<file path="config.mk">
export PLATFORM = sky130hd
export DESIGN_NAME = hazard_sb
export DESIGN_NICKNAME = d
export VERILOG_FILES = /design/src/rtl/hazard_sb.sv
export SDC_FILE = /design/constraint.sdc
export NUM_CORES = 1
export LEC_CHECK = 0
export CAP_MARGIN = 10
export CORE_MARGIN = 5
export CORE_UTILIZATION = 25
export CTS_CLUSTER_SIZE = 25
export DETAILED_ROUTE_END_ITERATION = 10
export PLACE_DENSITY = 0.47
export SLEW_MARGIN = 0
export SYNTH_ARGS = -nofsm -noshare
export SYNTH_HDL_FRONTEND = slang
export SYNTH_SLANG_ARGS = --single-unit
</file>
<file path="constraint.sdc">
create_clock -name clk_i -period 4.85 [get_ports clk_i]
set_input_delay 0.485 -clock clk_i [delete_from_list [all_inputs] [get_ports clk_i]]
set_output_delay 0.485 -clock clk_i [all_outputs]
set_load 0.005 [all_outputs]
</file>
<file path="src/rtl/hazard_sb.sv">
// hazard_sb: latency-aware scoreboard hazard unit beside the ID stage.
// Tracks pending writes, selects forwarding sources, stalls on RAW/WAW.
module hazard_sb #(
  parameter int NREGS  = 16,
  parameter int NSRC   = 2,
  parameter int NFWD   = 2,
  parameter int MAXLAT = 7,
  localparam int RW = $clog2(NREGS),
  localparam int FW = $clog2(NFWD + 1),
  localparam int CW = $clog2(MAXLAT + 1)
) (
  input  logic                 clk_i,
  input  logic                 rst_i,
  input  logic                 id_valid_i,
  input  logic [NSRC-1:0]      id_src_en_i,
  input  logic [NSRC*RW-1:0]   id_src_i,
  input  logic                 id_dst_en_i,
  input  logic [RW-1:0]        id_dst_i,
  input  logic [CW-1:0]        id_lat_i,
  input  logic                 flush_i,
  input  logic [NFWD-1:0]      st_wr_i,
  input  logic [NFWD*RW-1:0]   st_dst_i,
  output logic                 stall_o,
  output logic                 issue_o,
  output logic [NSRC*FW-1:0]   fwd_o,
  output logic [NREGS-1:0]     busy_o,
  output logic [15:0]          stall_cnt_o
);

  logic [CW-1:0] cnt_q [NREGS];
  logic [CW-1:0] cnt_d [NREGS];
  logic [15:0]   stall_cnt_q;
  logic [15:0]   stall_cnt_d;
  logic          raw;
  logic          waw;
  logic          live;

  // RAW on any enabled source still counting; WAW if older result lands later
  always_comb begin
    raw = 1'b0;
    for (int k = 0; k < NSRC; k++) begin
      if (id_src_en_i[k] && cnt_q[id_src_i[k*RW +: RW]] != '0)
        raw = 1'b1;
    end
    waw = id_dst_en_i && (cnt_q[id_dst_i] > id_lat_i);
  end

  assign live    = id_valid_i && !flush_i;
  assign stall_o = live && (raw || waw);
  assign issue_o = live && !(raw || waw);

  // youngest matching stage wins: scan oldest to youngest, last hit sticks
  always_comb begin
    fwd_o = '0;
    for (int k = 0; k < NSRC; k++) begin
      for (int i = NFWD - 1; i >= 0; i--) begin
        if (id_valid_i && id_src_en_i[k] && st_wr_i[i] &&
            st_dst_i[i*RW +: RW] == id_src_i[k*RW +: RW])
          fwd_o[k*FW +: FW] = FW'(i + 1);
      end
    end
  end

  // per-register countdown: a new issue reloads, otherwise count to zero
  always_comb begin
    for (int r = 0; r < NREGS; r++) begin
      cnt_d[r] = cnt_q[r];
      if (issue_o && id_dst_en_i && id_dst_i == RW'(r))
        cnt_d[r] = id_lat_i;
      else if (cnt_q[r] != '0)
        cnt_d[r] = cnt_q[r] - CW'(1);
    end
  end

  // saturating stall cycle counter
  always_comb begin
    stall_cnt_d = stall_cnt_q;
    if (stall_o && stall_cnt_q != 16'hFFFF)
      stall_cnt_d = stall_cnt_q + 16'd1;
  end

  // state registers, synchronous active-low reset drops all pending writes
  always_ff @(posedge clk_i) begin
    if (!rst_i) begin
      for (int r = 0; r < NREGS; r++)
        cnt_q[r] <= '0;
      stall_cnt_q <= '0;
    end else begin
      cnt_q       <= cnt_d;
      stall_cnt_q <= stall_cnt_d;
    end
  end

  // busy view of the counters
  always_comb begin
    for (int r = 0; r < NREGS; r++)
      busy_o[r] = (cnt_q[r] != '0);
  end

  assign stall_cnt_o = stall_cnt_q;

endmodule

</file>
# Word level (Yosys, flattened, before mapping)
# Index checks and enable logic that the tools add are counted.
# totals
out_inout_bits	38
word_cells	180
register_bits	64
input_bits	32
# op_classes
bitwise_logic	3
eq_ne	20
add_sub_neg	17
mux	47
n_reduce_logical	72
magnitude_cmp	4
# ops
cell	n
$mux 3	38
$reduce_bool 3->1	18
$sub 3x1->3 const B	16
$bmux 3 s4	3
$logic_and 1x1->1	34
$eq 4x4->1 const B	8
$reduce_bool 2->1	16
$add 16x1->16 const B	1
$eq 4x3->1 const B	4
$eq 4x4->1	4
$ne 16x16->1 const B	1
$ge 5x5->1 const B	3
$not 4->5	3
$eq 4x2->1 const B	2
$mux 2	4
$eq 4x1->1 const B	1
$logic_not 4->1	1
$gt 3x3->1	1
$logic_not 1->1	2
$mux 1	2
$logic_or 1x1->1	1

# Longest topological paths before layout
# depth
depth_word	14
ltp_mapped	13
ltp_nobuf	9

# Worst setup path after synthesis
# No wires, ideal clock.
# synth_path
kind	in2out
start	input port id_dst_i[0]
end	output port issue_o
n_path_buf	4
t_required_ns	4.365
cell_stages	12
arrival_ns	3.473
slack_ns	0.892
cell_sequence	clkbuf_1 -> clkbuf_1 -> mux4_2 -> mux4_2 -> ha_1 -> inv_1 -> o21ai_0 -> o2111ai_1 -> o221a_4 -> buf_8 -> buf_2 -> and2_1
# synth_between
elab_chain_len	9
# synth_rtl
element	line_no	source
start, declared	18	input logic [RW-1:0] id_dst_i,
$not 4->5 (not written as such)	45	waw = id_dst_en_i && (cnt_q[id_dst_i] > id_lat_i);
$bmux 3 s4	45	
$mux 3 (not written as such) (2 in series)	45	
$gt 3x3->1	45	
$logic_and 1x1->1	45	
$logic_or 1x1->1	50	assign issue_o = live && !(raw || waw);
$logic_not 1->1	50	
$logic_and 1x1->1	50	
end, declared	24	output logic issue_o,
# Every way passes these cells. The select of a mux whose other input is x is not followed.

# Final worst setup path
# layout_path
start	input port id_dst_i[1]
end	output port stall_o
# layout_between
elab_chain_len	8
# layout_rtl
element	line_no	source
$not 4->5 (not written as such)	45	
$bmux 3 s4	45	
$mux 3 (not written as such) (2 in series)	45	
$gt 3x3->1	45	
$logic_and 1x1->1	45	
$logic_or 1x1->1	49	assign stall_o = live && (raw || waw);
$logic_and 1x1->1	49	
end, declared	23	output logic stall_o,
# Every way passes these cells. The select of a mux whose other input is x is not followed.

==> results.sh <==
export IMPL_outcome="finished, final reports clean"
export IMPL_vias=4388
export IMPL_synth_top_cell_by_area="dfxtp_1"
export IMPL_ys_flop_type="dfxtp_1"
export IMPL_rows=52
export IMPL_die_area_mm2=0.0232
export IMPL_grt_busiest_layer="met2"
export IMPL_route_detailed_drc=0
export IMPL_cts_resized=0
export IMPL_critPathMaxFanout=16
export IMPL_synth_edf_count=0
export IMPL_use_met3_pct=2.22
export IMPL_drv_slew=0
export IMPL_ys_ff_latch=64
export IMPL_r2r_end="stall_cnt_o[4]"
export IMPL_max_slew_margin_pct=31.8
export IMPL_fillers=2086
export IMPL_numCtsBuffers=9
export IMPL_yosys_cell_types_count=53
export IMPL_cts_root_buf="clkbuf_16"
export IMPL_post_dp_hpwl_mm=11.4
export IMPL_drt_wl_total_mm=14.7
export IMPL_synth_common_cells="nand2_1 (80), dfxtp_1 (64), mux2i_1 (56), inv_1 (55), ha_1 (36)"
export IMPL_worstPathCellList="clkdlybuf4s50_1 > mux4_2 > mux4_2 > ha_1 > inv_1 > o21ai_0 > o2111ai_1 > o221a_4 > nor2_1 > clkdlybuf4s50_1"
export IMPL_rrSetupSlack_ns=1.63
export IMPL_syn_area_mm2=0.00507
export IMPL_finalClockSkew_ns=0.00981
export IMPL_critPathBufInv=3
export IMPL_cts_tree="yes"
export IMPL_ioPinCount=70
export IMPL_finalCriticalPeriod_ns=4.31
export IMPL_fmax_mhz=232
export IMPL_hold_ws_ns=0.489
export IMPL_synth_most_common_cell="nand2_1"
export IMPL_cts_htree_levels=3
export IMPL_power_density_mw_per_mm2=573
export IMPL_postSynthNetCount=653
export IMPL_crit_path_end_kind="primary output"
export IMPL_antenna_found_initial=1
export IMPL_clkTransAtPathRegs_ns=0.06
export IMPL_ys_warn_count=0
export IMPL_arrival_ns=3.83
export IMPL_yosysTopAreaCellShare_pct=25.3
export IMPL_die_w_um=152
export IMPL_final_nets=709
export IMPL_drtPass1Iterations=4
export IMPL_rsz0062_at_grt="no"
export IMPL_max_slew_worst_pin_slew_ns=1.02
export IMPL_cts_setup_buffers=0
export IMPL_avgSynthCellArea_um2=8.67
export IMPL_multiInputGateArea_mm2=0.00342
export IMPL_io_buffer_count=69
export IMPL_leakagePower_uw=0.00261
export IMPL_clk_latency_ns=0.35
export IMPL_met1_usage_pct=15.8
export IMPL_peakVddDrop_mv=0.253
export IMPL_hold_end="stall_cnt_o[8]"
export IMPL_drt_iter0_drc=223
export IMPL_place_congestion=0.820
export IMPL_worst_path_max_delay_cell="clkdlybuf4s50_1"
export IMPL_grt_pass1_vias=4593
export IMPL_final_util_pct=31.5
export IMPL_fin_setup_tns_ns=0
export IMPL_ys_seq_area_share_pct=25.3
export IMPL_startpoint_type="primary input"
export IMPL_finalHoldViolations=0
export IMPL_yosys_top_cells_area="dfxtp_1 (25%), mux2i_1 (11%), ha_1 (8.9%)"
export IMPL_slowest_delay_ns=0.91
export IMPL_start_util_pct=25.2
export IMPL_crit_reg2reg_launch="cnt_q[37]"
export IMPL_worstHoldStart="stall_cnt_o[8]"
export IMPL_register_area_mm2=0.00128
export IMPL_synth_cells=585
export IMPL_post_drt_wl_per_cell_um=16.1
export IMPL_area_growth_syn_to_layout_pct=24.9
export IMPL_n_antenna_cell=0
export IMPL_async_flop_share_pct=0
export IMPL_finalSetupViolations=0
export IMPL_overflow=0
export IMPL_clock_sinks=64
export IMPL_fp_coreArea_mm2=0.0201
export IMPL_grt_usage_pct=12.9
export IMPL_r2r_cells=10
export IMPL_cp_top_family="buffers and inverters"
export IMPL_path_class="in2out"
export IMPL_met2_usage_pct=22.1
export IMPL_holdBufCountCts=0
export IMPL_postRouteAntennaNets=0
export IMPL_finalCritPeriodShare_pct=88.9
export IMPL_die_y_um=152
export IMPL_grt_pass1_wl_mm=24.3
export IMPL_clk_path_buf_depth=2
export IMPL_max_cap_viol_count=0
export IMPL_drive_gt1_share_pct=11.1
export IMPL_hp_class="reg2reg"
export IMPL_min_path_cells=2
export IMPL_vias_per_cell=4.79
export IMPL_cp_required_ns=4.37
export IMPL_grt_max_degree=41
[tightest hold or removal path, delay by kind of cell (launching register included)]
| kind | cells | cell delay [ns] |
|---|---|---|
| AOI/OAI and AO/OA | 2 | 0.11 |
| DFF | 1 | 0.32 |
[cells in the final DEF (no fill, tap or decap), types with 4 or more instances in the layout]
cell type        instances
nor2_1                  19
nor4_1                  16
mux2_2                  14
buf_4                    5
nand3_1                 10
clkbuf_16                9
nand3_2                 12
clkdlybuf4s50_1         68
o31ai_1                  8
nand2_1                 80
xnor2_1                 26
mux2i_1                 56
inv_1                   55
and3_1                   6
or4_1                   10
nor3_1                  15
nand2b_1                 9
mux4_2                  16
nor3b_1                  4
a21oi_1                 13
nand4_1                  6
nor2b_1                 19
xor2_1                   6
dfxtp_1                 64
o21ai_0                 21
ha_1                    36
[final cells by class]
class	count	share of cell area (%)
multi-input cells	436	54.1
flip-flops and latches	64	20.2
repair buffers	74	11.4
well taps	270	5.34
clock buffers	11	3.99
inverters	56	3.32
clock inverters	5	1.62
[power by group]
group          switching [uW]  internal [uW]
combinational             885            974
clock                     256            529
sequential                273            713
total                    1410           2220
[sequential cells by signal, summed over array words and instances (netlist names)]
signal and flops:
stall_cnt_o 16, cnt_q 48
[cell families (layout without fill, tap and decap cells)]
family / count (synthesis) / in the layout / share of synthesized area, %
adder cells (fa/ha/maj): 36 / 36 / 8.88
buffers and inverters: 85 / 146 / 7.23
flip-flops: 64 / 64 / 25.3
AND/OR/NAND/NOR: 220 / 220 / 23.9
XOR/XNOR: 32 / 32 / 5.53
AO/OA/AOI/OAI: 62 / 62 / 7.90
multiplexers: 86 / 86 / 21.3
[metrics by stage]
step                      worst slack (ns)  total power [uW]  std cells  cell area [um2]
after floorplan                      0.892              2250        585             5070
after global placement               0.696              2790        900             5970
after detailed placement             0.578              2860        900             5970
after CTS                            0.576              3670        916             6330
after global routing                 0.423              3980        916             6330
final                                0.540              3630        916             6330
[routing by layer]
metal / routed length [um] / vias to the layer above
li1: - / 2169
met1: 6660 / 2094
met2: 7080 / 95
met3: 521 / 28
met4: 434 / 2
met5: 11 / -
[how the worst max path moves through the flow]
stage / endpoint / slack [ns] / depth (start not counted) / from
2_1_floorplan: issue_o / 0.89 / 12 / id_dst_i[0]
3_3_place_gp: stall_o / 0.70 / 11 / id_dst_i[0]
3_5_place_dp: stall_o / 0.58 / 10 / id_dst_i[1]
4_1_cts: stall_o / 0.58 / 10 / id_dst_i[1]
5_1_grt: stall_o / 0.42 / 10 / id_dst_i[1]
6_report: stall_o / 0.54 / 10 / id_dst_i[1]
Power figures use the tool's default switching activity.
